--- config.mk ---
export PLATFORM = sky130hd
export DESIGN_NAME = som_sweep_ctrl_flat
export DESIGN_NICKNAME = d
export VERILOG_FILES = /design/src/rtl/som_sweep_if.sv /design/src/rtl/som_sweep_ctrl.sv /design/src/flat_wrapper.sv
export SDC_FILE = /design/constraint.sdc
export NUM_CORES = 1
export LEC_CHECK = 0
export ABC_CLOCK_PERIOD_IN_PS = 6300
export CORE_UTILIZATION = 55
export DETAILED_ROUTE_END_ITERATION = 7
export PLACE_DENSITY_LB_ADDON = 0.2
export SLEW_MARGIN = 0
export SYNTH_ARGS = -nofsm -noshare
export SYNTH_HDL_FRONTEND = slang
export SYNTH_SLANG_ARGS = --single-unit
--- constraint.sdc ---
create_clock -name clk -period 6.3 [get_ports clk]
set_input_delay 1.26 -clock clk [delete_from_list [all_inputs] [get_ports clk]]
set_output_delay 1.26 -clock clk [all_outputs]
set_load 0.05 [all_outputs]
--- src/rtl/som_sweep_if.sv ---
// Sweep-controller bus: host handshake, expected mask, results and evaluator drive/sense.
interface som_sweep_if;
  logic        start;
  logic [15:0] exp_mask;
  logic        f_in;
  logic        en_out;
  logic [3:0]  abcd;
  logic        busy;
  logic        done;
  logic [15:0] tt;
  logic [4:0]  err_cnt;
  logic        match;
  logic [3:0]  first_err_idx;

  modport slave (
    input  start, exp_mask, f_in,
    output en_out, abcd, busy, done, tt, err_cnt, match, first_err_idx
  );

  modport master (
    output start, exp_mask, f_in,
    input  en_out, abcd, busy, done, tt, err_cnt, match, first_err_idx
  );
endinterface

--- src/rtl/som_sweep_ctrl.sv ---
// Walks minterms 0..15 through the sum-of-minterms evaluator, builds its truth table and grades it.
// Optional: define SOM_SWEEP_STOP_ON_ERR_EN to end the sweep at the first mismatching index.
module som_sweep_ctrl #(
  parameter int unsigned SETTLE = 1
) (
  input  logic        clk,
  input  logic        rst,
  som_sweep_if.slave  bus
);

  localparam int unsigned IdxW = 4;
  localparam int unsigned CntW = 4;
  localparam int unsigned ErrW = 5;
  localparam int unsigned TtW  = 16;

  typedef enum logic [1:0] {IDLE, DRIVE, SAMPLE, DONE} state_e;

  state_e            state_q, state_d;
  logic [CntW-1:0]   cnt_q, cnt_d;
  logic [IdxW-1:0]   abcd_q, abcd_d;
  logic [IdxW-1:0]   first_q, first_d;
  logic [TtW-1:0]    exp_q, exp_d;
  logic [TtW-1:0]    tt_q, tt_d;
  logic [ErrW-1:0]   err_q, err_d;
  logic              en_q, en_d;
  logic              busy_q, busy_d;
  logic              done_q, done_d;
  logic              match_q, match_d;
  logic              mis_c;
  logic              last_c;

  assign mis_c = (bus.f_in != exp_q[abcd_q]);

  // Sweep ends after index 15, or at the first mismatch when early stop is built in.
`ifdef SOM_SWEEP_STOP_ON_ERR_EN
  assign last_c = (abcd_q == IdxW'(15)) || mis_c;
`else
  assign last_c = (abcd_q == IdxW'(15));
`endif

  always_comb begin
    state_d = state_q;
    cnt_d   = cnt_q;
    abcd_d  = abcd_q;
    first_d = first_q;
    exp_d   = exp_q;
    tt_d    = tt_q;
    err_d   = err_q;
    en_d    = en_q;
    busy_d  = busy_q;
    done_d  = 1'b0;
    match_d = match_q;

    unique case (state_q)
      IDLE: begin
        en_d = 1'b0;
        if (bus.start) begin
          exp_d   = bus.exp_mask;
          tt_d    = '0;
          err_d   = '0;
          first_d = '0;
          abcd_d  = '0;
          en_d    = 1'b1;
          busy_d  = 1'b1;
          cnt_d   = CntW'(SETTLE);
          state_d = DRIVE;
        end
      end

      DRIVE: begin
        cnt_d = cnt_q - CntW'(1);
        if (cnt_q == CntW'(1)) begin
          state_d = SAMPLE;
        end
      end

      SAMPLE: begin
        tt_d[abcd_q] = bus.f_in;
        if (mis_c) begin
          err_d = err_q + ErrW'(1);
          if (err_q == '0) begin
            first_d = abcd_q;
          end
        end
        if (last_c) begin
          // Grade includes this final sample, so match uses err_d.
          match_d = (err_d == '0);
          done_d  = 1'b1;
          en_d    = 1'b0;
          abcd_d  = '0;
          state_d = DONE;
        end else begin
          abcd_d  = abcd_q + IdxW'(1);
          cnt_d   = CntW'(SETTLE);
          state_d = DRIVE;
        end
      end

      DONE: begin
        busy_d  = 1'b0;
        state_d = IDLE;
      end

      default: state_d = IDLE;
    endcase
  end

  always_ff @(posedge clk) begin
    if (rst) begin
      state_q <= IDLE;
      cnt_q   <= '0;
      abcd_q  <= '0;
      first_q <= '0;
      exp_q   <= '0;
      tt_q    <= '0;
      err_q   <= '0;
      en_q    <= 1'b0;
      busy_q  <= 1'b0;
      done_q  <= 1'b0;
      match_q <= 1'b1;
    end else begin
      state_q <= state_d;
      cnt_q   <= cnt_d;
      abcd_q  <= abcd_d;
      first_q <= first_d;
      exp_q   <= exp_d;
      tt_q    <= tt_d;
      err_q   <= err_d;
      en_q    <= en_d;
      busy_q  <= busy_d;
      done_q  <= done_d;
      match_q <= match_d;
    end
  end

  assign bus.en_out        = en_q;
  assign bus.abcd          = abcd_q;
  assign bus.busy          = busy_q;
  assign bus.done          = done_q;
  assign bus.tt            = tt_q;
  assign bus.err_cnt       = err_q;
  assign bus.match         = match_q;
  assign bus.first_err_idx = first_q;

endmodule
--- src/flat_wrapper.sv ---
// flat-port wrapper written by rule: the top's interface ports become plain ports
module som_sweep_ctrl_flat 
#(
  parameter int unsigned SETTLE = 1
)
  (clk, rst, bus_start, bus_exp_mask, bus_f_in, bus_en_out, bus_abcd, bus_busy, bus_done, bus_tt, bus_err_cnt, bus_match, bus_first_err_idx);
  som_sweep_if bus_i ();
  input  logic clk;
  input  logic rst;
  input wire logic [$bits(bus_i.start)-1:0] bus_start;
  input wire logic [$bits(bus_i.exp_mask)-1:0] bus_exp_mask;
  input wire logic [$bits(bus_i.f_in)-1:0] bus_f_in;
  output wire logic [$bits(bus_i.en_out)-1:0] bus_en_out;
  output wire logic [$bits(bus_i.abcd)-1:0] bus_abcd;
  output wire logic [$bits(bus_i.busy)-1:0] bus_busy;
  output wire logic [$bits(bus_i.done)-1:0] bus_done;
  output wire logic [$bits(bus_i.tt)-1:0] bus_tt;
  output wire logic [$bits(bus_i.err_cnt)-1:0] bus_err_cnt;
  output wire logic [$bits(bus_i.match)-1:0] bus_match;
  output wire logic [$bits(bus_i.first_err_idx)-1:0] bus_first_err_idx;
  assign bus_i.start = bus_start;
  assign bus_i.exp_mask = bus_exp_mask;
  assign bus_i.f_in = bus_f_in;
  assign bus_en_out = bus_i.en_out;
  assign bus_abcd = bus_i.abcd;
  assign bus_busy = bus_i.busy;
  assign bus_done = bus_i.done;
  assign bus_tt = bus_i.tt;
  assign bus_err_cnt = bus_i.err_cnt;
  assign bus_match = bus_i.match;
  assign bus_first_err_idx = bus_i.first_err_idx;
  som_sweep_ctrl #(.SETTLE(SETTLE)) u_core (.clk(clk), .rst(rst), .bus(bus_i));
endmodule
Yosys cells after proc, flatten, opt, wreduce, memory -nomap -nowiden
Cells that the tools add are included.
{"block": "totals", "regBits": 55, "in_bits": 20, "output_inout_bits": 33, "wordCells": 75}
{"block": "op_classes", "addsub": 3, "n_lt_le_gt_ge": 2, "eq_ne": 12, "mux": 30, "bitwise": 1, "reduce_logical": 16}
{"op": "$pmux 16 s2", "count": 1}
{"op": "$mux 4", "count": 6}
{"op": "$bwmux 16", "count": 1}
{"op": "$mux 16", "count": 1}
{"op": "$pmux 4 s2", "count": 2}
{"op": "$mux 5", "count": 3}
{"op": "$pmux 4 s3", "count": 1}
{"op": "$reduce_and 2->1", "count": 6}
{"op": "$logic_not 5->1", "count": 2}
{"op": "$pmux 5 s2", "count": 1}
{"op": "$ne 2x1->1 const B", "count": 4}
{"op": "$pmux 2 s4", "count": 1}
{"op": "$mux 1", "count": 6}
{"op": "$mux 2", "count": 3}
{"op": "$add 5x1->5 const B", "count": 1}
{"op": "$lt 4x5->1 const B", "count": 1}
{"op": "$add 4x1->4 const B", "count": 1}
{"op": "$bmux 1 s4", "count": 1}
{"op": "$demux 1 s4", "count": 1}
{"op": "$eq 2x2->1 const B", "count": 2}
{"op": "$eq 4x1->1 const B", "count": 1}
{"op": "$eq 4x4->1 const B", "count": 1}
{"op": "$ge 4x1->1 const B", "count": 1}
{"op": "$ne 2x2->1 const B", "count": 2}
{"op": "other kinds (12)", "count": 14}

Logic depth before layout (Yosys ltp)
Gate-level depths: netlist (run 1).
{"block": "logic_depth", "depth_word": 6, "mapped_depth": 9, "ltp_nobuf": 7}

Worst setup path after synthesis (run 1)
No wires, ideal clock.
{"block": "synth_timing", "path_kind": "reg-to-reg", "from": "register u_core.abcd_q[0], in the netlist u_core.bus.abcd[0]", "to": "register u_core.err_q[3], in the netlist u_core.bus.err_cnt[3]", "setup_ns": 0.143, "arrival_time_ns": 2.312, "t_required_ns": 6.157, "setup_slack_ns": 3.846, "stages_incl_launch_ff": 9, "n_path_buf": 2, "period_less_slack_ns": 2.454, "path_cell_list": "dfxtp_1 > buf_2 > mux4_2 > or3_1 > o2111ai_2 > buf_6 > a21oi_1 > o21ai_1 > o21ai_1"}
{"block": "synth_between", "elab_chain_len": 6}
{"item": "from (decl)", "line": "som_sweep_ctrl.sv:20", "source": "logic [IdxW-1:0] abcd_q, abcd_d;"}
{"item": "from (signal assigned)", "line": "som_sweep_ctrl.sv:112", "source": "abcd_q <= '0;"}
{"item": "from (signal assigned)", "line": "som_sweep_ctrl.sv:124", "source": "abcd_q <= abcd_d;"}
{"item": "$bmux 1 s4", "line": "som_sweep_ctrl.sv:32", "source": "assign mis_c = (bus.f_in != exp_q[abcd_q]);"}
{"item": "$mux 1 (not written as such)", "line": "som_sweep_ctrl.sv:32"}
{"item": "$ne 1x1->1", "line": "som_sweep_ctrl.sv:32"}
{"item": "$mux 5", "line": "som_sweep_ctrl.sv:79", "source": "if (mis_c) begin"}
{"item": "$mux 5", "line": "som_sweep_ctrl.sv:54", "source": "unique case (state_q)"}
{"item": "$pmux 5 s2", "line": "som_sweep_ctrl.sv:54"}
{"item": "to (signal assigned)", "line": "som_sweep_ctrl.sv:128", "source": "err_q <= err_d;"}
{"item": "to (decl)", "line": "som_sweep_ctrl.sv:24", "source": "logic [ErrW-1:0] err_q, err_d;"}
No other way between the ends. The select of a mux whose other input is x is not followed.
A chain may end at the register's enable or synchronous reset.

Final worst setup path (run 1)
{"block": "layout_timing", "from": "register u_core.abcd_q[2], in the netlist u_core.bus.abcd[2]", "to": "output bus_abcd[2]"}
{"item": "to (decl)", "line": "flat_wrapper.sv:14", "source": "output wire logic [$bits(bus_i.abcd)-1:0] bus_abcd;"}
No word-level cell between the ends.

==> flow_summary.yaml, run 1 <==
final_layout:
  fraction_of_layout_instances_using_a_drive_strength_above_1: 0.04457
  fillers: 375
  area.growth.synth_to_final_pct: 21.35
  diodes: 0
  fin_nets: 388
job:
  max_cap_viol_count: 0
detailed_routing:
  num_vias: 2425
  detail_route.wl_per_cell_um: 14.42
  first_iter_violations: 214
  drt_pre_antenna_iters: 4
  route.final.wire_length_um: 5925
  route.antenna.remaining_nets: 0
  remaining_routing_drc_violations: 0
  post_drt_via_cell_ratio: 5.900
synth:
  mappedNetlistNets: 349
  netlist-cell-type-count: 45
  synth_top_cells_by_area: "sky130_fd_sc_hd__dfxtp_1, sky130_fd_sc_hd__a21oi_1, sky130_fd_sc_hd__nand2_1"
  most_instantiated_cells_after_synthesis: "sky130_fd_sc_hd__dfxtp_1, sky130_fd_sc_hd__nand2_1, sky130_fd_sc_hd__a21oi_1"
  synth_area_mm2: 0.002655
  yosys_register_bits: 55
  post-synth-top-area-fraction: 0.4147
  synth.largest_area_cell: "sky130_fd_sc_hd__dfxtp_1"
  synth_sequential_area_ratio: 0.4147
  gate_count_of_the_mapped_netlist: 321
  primary_ff_master_synth: "sky130_fd_sc_hd__dfxtp_1"
  ys_warn_count: 0
  synth_most_common_cell: "sky130_fd_sc_hd__dfxtp_1"
  syn_avg_cell_area_um2: 8.271
  synth_async_sr_flop_share: 0
  synth_enable_flop_cells: 0
floorplanning:
  fp.dieArea_mm2: 0.005109
  area_of_the_placeable_core_mm2: 0.004504
  die_height_um: 71.48
  boundaryPins: 53
  start_util: 0.5894
  chip_width_um: 71.48
  num_rows: 24
clock_tree:
  clk-insertion-delay-late_ps: 310
  post_cts_hold_buffer_count: 0
  cts_setup_buffers: 0
  h-tree-depth: 2
  max-clock-path-buffers: 2
  cts.reportedPaths.clkPinSlew_ps: 80
  cts_tree: "built"
  clk_root_buffer_cell: "sky130_fd_sc_hd__clkbuf_8"
  cts_inserted_buffers: 5
  cts_num_sinks: 55
  cts_repair_resize_count: 0
grt:
  grt_pass1_vias: 2140
  antenna_found_initial: 0
  sum_of_overflow_across_all_layers_after_global_routing: 0
  grt_start_max_net_pins: 51
  track_usage: 0.2436
  grt_pass1_wl_um: 9763
critical_path:
  reg2reg_depth: 7
  reg2reg_from: "u_core.bus.abcd[2]"
  largest_stage_delay_worst_path_ps: 950
  crit_chain: "clkdlybuf4s50_1"
  r2r_slack_ps: 3600
  path_max_fanout: 20
  cp_slowest_cell: "sky130_fd_sc_hd__clkdlybuf4s50_1"
  worst_setup_path_startpoint: "u_core.bus.abcd[2]"
  crit_buf_inv: 1
  startpoint_type_of_the_worst_setup_path: "flop"
  worst-setup-path-type: "flop to primary output"
  crit_path_end_kind: "primary output"
  r2r_end: "u_core.bus.first_err_idx[3]"
  cp.required_ps: 5040
  worst_ep_arrival_time_ps: 2090
  path_delay_family: "buffers and inverters"
power_and_ir_drop:
  power.static_leakage_nw: 1.078
  total_power_w: 0.0006379
  cellPowerDensity_mw_per_mm2: 198.0
  peakVddDrop_uv: 151.7
sta:
  final.min_clock_period_ps: 3347
  drv_slew: 0
  rsz0062_at_grt: "false"
  finalSetupViolations: 0
  total_negative_slack_ps: 0
  finClkSkew_ps: 11.84
  worst_slew_margin_relative_to_its_limit: 0.2968
  max_freq_mhz: 298.8
  worst-slew-pin-transition_ps: 1052
  final_min_period_over_clock_period: 0.5312
  timing.final.hold_violations: 0
min_path:
  holdPathStages: 2
  min-delay-path-class: "flop to flop"
  timing.hold.worst_endpoint: "u_core.exp_q[8]"
  hold_path.startpoint: "u_core.exp_q[8]"
run_status:
  run_status: "finished clean"
placement:
  place_congestion: 0.8232
  port_buffers: 52
  hpwl_um: 4147
## metal layers
metal,part of all wire,global-route usage,wire length [µm],vias to the layer above
met5,0,0,0,-
li1,-,-,-,1221
met2,0.47,0.3862,2780,87
met3,0.049,0.05907,292,13
met1,0.46,0.3244,2734,1104
met4,0.020,0.09150,116,0
## cells in the final DEF (no fill, tap or decap), drive strengths merged, types with 3 or more instances in the layout
cell	netlist	layout
xor2	4	4
mux2i	8	8
nand2b	8	8
inv	7	7
nand2	53	53
nand4	15	15
and3	5	5
clkbuf	14	6
nor2b	7	7
nor2	11	11
o21ai	14	14
dfxtp	55	55
nor3	3	3
o211ai	11	11
ha	8	8
clkdlybuf4s50	0	52
a21oi	42	42
nand3	15	15
o311ai	4	4
## through the flow
| step | util | cell area [µm²] | hold WS, ps | std cells | setup slack [ps] |
|---|---|---|---|---|---|
| detailed placement | 0.6992 | 3149 | 446.8 | 405 | 2806 |
| global route | 0.7153 | 3222 | 476.4 | 411 | 2854 |
| finish | 0.7153 | 3222 | 457.0 | 411 | 2954 |
| CTS | 0.7153 | 3222 | 458.6 | 411 | 2941 |
| floorplan | - | 2655 | 435.7 | 321 | 3846 |
| global placement | 0.6992 | 3149 | 442.0 | 405 | 2883 |
## area by class of cell
cell class / instances / area [µm²] / share of cell area
multi-input combinational: 237 / 1421 / 0.4412
tap: 52 / 65.06 / 0.02019
clock buffer: 6 / 72.57 / 0.02252
sequential: 55 / 1101 / 0.3417
timing repair buffer: 54 / 535.5 / 0.1662
inverter: 7 / 26.28 / 0.008155
## registers in the layout, indices dropped and copies added, names as in the netlist
signal / count
u_core.bus.abcd: 4
u_core.bus.busy: 1
u_core.bus.done: 1
u_core.bus.en_out: 1
u_core.bus.err_cnt: 5
u_core.bus.first_err_idx: 4
u_core.bus.match: 1
u_core.bus.tt: 16
u_core.cnt_q: 4
u_core.exp_q: 16
u_core.state_q: 2
## logic make-up after synthesis
| kind of cell | Yosys count | share of synthesized area |
|---|---|---|
| simple gates | 129 | 0.2403 |
| buf+inv | 29 | 0.04995 |
| mux | 9 | 0.03864 |
| flops | 55 | 0.4147 |
| compound gates | 85 | 0.1989 |
| fa+ha+maj | 8 | 0.03770 |
| xor+xnor | 6 | 0.01979 |
## power by group
group          internal (W)  switching (W)
registers          0.000360     0.00000865
logic             0.0000360      0.0000516
clock network     0.0000745       0.000107
## worst max path at each step
stage                                        endpoint  slack, ps  depth (start not counted)
after floorplan                 u_core.bus.err_cnt[3]       3850                          8
after global placement    u_core.bus.first_err_idx[0]       2880                          6
after detailed placement  u_core.bus.first_err_idx[1]       2810                          6
after CTS                                 bus_abcd[2]       2940                          1
after global routing                      bus_abcd[2]       2850                          1
final                                     bus_abcd[2]       2950                          1
## tightest hold or removal path, delay by kind of cell (launching register included)
family	cells	cell delay, ps
flip-flops	1	320
AO/OA/AOI/OAI	1	50
AND/OR/NAND/NOR	1	50
No activity file was read; power rests on OpenSTA's default activity.
==> run 2, diff against run 1 <==
--- a/config.mk
+++ b/config.mk
@@ -5,8 +5,8 @@
 export SDC_FILE = /design/constraint.sdc
 export NUM_CORES = 1
 export LEC_CHECK = 0
-export ABC_CLOCK_PERIOD_IN_PS = 6300
-export CORE_UTILIZATION = 55
+export ABC_CLOCK_PERIOD_IN_PS = 3100
+export CORE_UTILIZATION = 51
 export DETAILED_ROUTE_END_ITERATION = 7
 export PLACE_DENSITY_LB_ADDON = 0.2
 export SLEW_MARGIN = 0
==> constraint.sdc (replaced) <==
create_clock -name clk -period 3.1 [get_ports clk]
set_input_delay 0.62 -clock clk [delete_from_list [all_inputs] [get_ports clk]]
set_output_delay 0.62 -clock clk [all_outputs]
set_load 0.05 [all_outputs]
==> run 2 against run 1 <==
  * Combinational power is 110% higher
  * Non-clock buffer count is 6 higher
  * Clock power is 120% higher
  * Clock-buffer cell count is 1 higher
  * First-iteration DRC count is 2.8% lower
  * Register-to-register slack worse by 3000 ps
  * Utilization is 3.9 points lower
  * Worst hold slack better by 3.8 ps
  * Design area is 2.4% higher
  * Wire length is 2.3% higher
  * Die area is 7.6% higher
  * Critical endpoint is now bus_abcd[3]
==> flow_summary.yaml, run 2 (synthesis gave the netlist of run 1 again) <==
critical_path:
  path_delay_family: "buffers and inverters"
  r2r_slack_ps: 610
  worst-setup-path-type: "flop to primary output"
  worst_setup_path_startpoint: "u_core.bus.abcd[3]"
  path_max_fanout: 22
  worst_setup_path_endpoint: "bus_abcd[3]"
  cp.required_ps: 2480
  cp_slowest_cell: "sky130_fd_sc_hd__clkdlybuf4s50_1"
  r2r_end: "u_core.bus.first_err_idx[3]"
  worst_ep_arrival_time_ps: 1950
  reg2reg_depth: 7
  crit_path_end_kind: "primary output"
  crit_chain: "clkdlybuf4s50_1"
  startpoint_type_of_the_worst_setup_path: "flop"
  largest_stage_delay_worst_path_ps: 920
  crit_buf_inv: 1
  reg2reg_from: "u_core.bus.abcd[1]"
  crit_path_cell_count: 1
placement:
  port_buffers: 52
  place_congestion: 0.8863
  hpwl_um: 4326
  dpl.cell_count: 426
  pre_cts_slack_ps: 599.2
floorplanning:
  chip_width_um: 74.15
  area_of_the_placeable_core_mm2: 0.004880
  fp.dieArea_mm2: 0.005498
  die_height_um: 74.15
  num_rows: 25
  boundaryPins: 53
  start_util: 0.5441
power_and_ir_drop:
  peakVddDrop_uv: 233.2
  cellPowerDensity_mw_per_mm2: 403.8
  power.static_leakage_nw: 1.113
  total_power_w: 0.001332
sta:
  finalSetupViolations: 0
  total_negative_slack_ps: 0
  final_min_period_over_clock_period: 0.8305
  worst_slew_margin_relative_to_its_limit: 0.4778
  finClkSkew_ps: 6.848
  final.min_clock_period_ps: 2575
  rsz0062_at_grt: "false"
  drv_slew: 0
  max_freq_mhz: 388.4
  post-route-worst-setup-slack_ps: 525.4
  timing.final.hold_violations: 0
  worst-slew-pin-transition_ps: 781.4
clock_tree:
  max-clock-path-buffers: 2
  post_cts_hold_buffer_count: 0
  cts_num_sinks: 55
  cts_tree: "built"
  cts_setup_buffers: 0
  cts_repair_resize_count: 0
  h-tree-depth: 2
  cts_inserted_buffers: 5
  cts.reportedPaths.clkPinSlew_ps: 90
  clk-insertion-delay-late_ps: 310
  clk_root_buffer_cell: "sky130_fd_sc_hd__clkbuf_8"
grt:
  grt_pass1_wl_um: 10160
  sum_of_overflow_across_all_layers_after_global_routing: 0
  grt_start_max_net_pins: 50
  grt_pass1_vias: 2122
  antenna_found_initial: 0
  track_usage: 0.2381
final_layout:
  fraction_of_layout_instances_using_a_drive_strength_above_1: 0.06267
  diodes: 0
  fin_util: 0.6759
  fin_nets: 394
  final_common_cell: "sky130_fd_sc_hd__dfxtp_1"
  most-common-layout-cells: "sky130_fd_sc_hd__dfxtp_1, sky130_fd_sc_hd__nand2_1, sky130_fd_sc_hd__clkdlybuf4s50_1, sky130_fd_sc_hd__a21oi_1"
  area.growth.synth_to_final_pct: 24.22
  fin_cells: 434
run_status:
  run_status: "finished clean"
detailed_routing:
  route.antenna.remaining_nets: 0
  remaining_routing_drc_violations: 0
  first_iter_violations: 208
  detail_route.wl_per_cell_um: 13.96
  num_vias: 2461
  drt_pre_antenna_iters: 4
  post_drt_via_cell_ratio: 5.671
  route.final.wire_length_um: 6059
min_path:
  hold_path.startpoint: "u_core.exp_q[14]"
  min-delay-path-class: "flop to flop"
job:
  max_cap_viol_count: 0
==> run 2: cell types whose count changed in the layout (fill, tap and decap cells not counted), sizes merged <==
| cell | before | now |
|---|---|---|
| buf | 2 | 8 |
| clkbuf | 6 | 7 |
| inv | 7 | 8 |
==> run 2: per-layer routing <==
metal	vias up	global-route usage	wire [µm]
met5	-	0	0
met4	0	0.08547	76
met3	8	0.04472	283
met2	70	0.3657	2861
met1	1139	0.3339	2837
li1	1244	-	-
==> run 2: worst min path at each step <==
stage / to / cells past startpoint
final: u_core.exp_q[14] / 2
after global routing: u_core.exp_q[13] / 2
after CTS: u_core.exp_q[11] / 2
after detailed placement: u_core.exp_q[11] / 2
after global placement: u_core.exp_q[11] / 2
after floorplan: u_core.exp_q[0] / 2
==> run 2: worst min-delay path, delay by kind of cell, from the launching register on <==
family	cells	cell delay (ps)
AOI/OAI and AO/OA	1	50
DFF	1	320
and+or+nand+nor	1	50
==> run 2: layout make-up <==
type	count	area, µm²
Multi-Input combinational cell	237	1421
Tap cell	67	83.83
Inverter	7	26.28
Clock buffer	7	76.32
Fill cell	428	1582
Sequential cell	55	1101
Clock inverter	1	8.758
Timing Repair Buffer	60	580.6
==> run 2: through the flow <==
step           cell area [µm²]  hold slack (ps)
6_report                  3298            460.8
4_1_cts                   3298            460.3
2_1_floorplan             2655            435.7
3_5_place_dp              3213            447.2
5_1_grt                   3298            485.8
3_3_place_gp              3213            441.6
==> run 2: report_power, final <==
part | internal [W] | switching (W) | leakage (nW)
combinational | 0.0000792 | 0.000107 | 0.624
sequential | 0.000732 | 0.0000178 | 0.447
clock | 0.000164 | 0.000232 | 0.0428
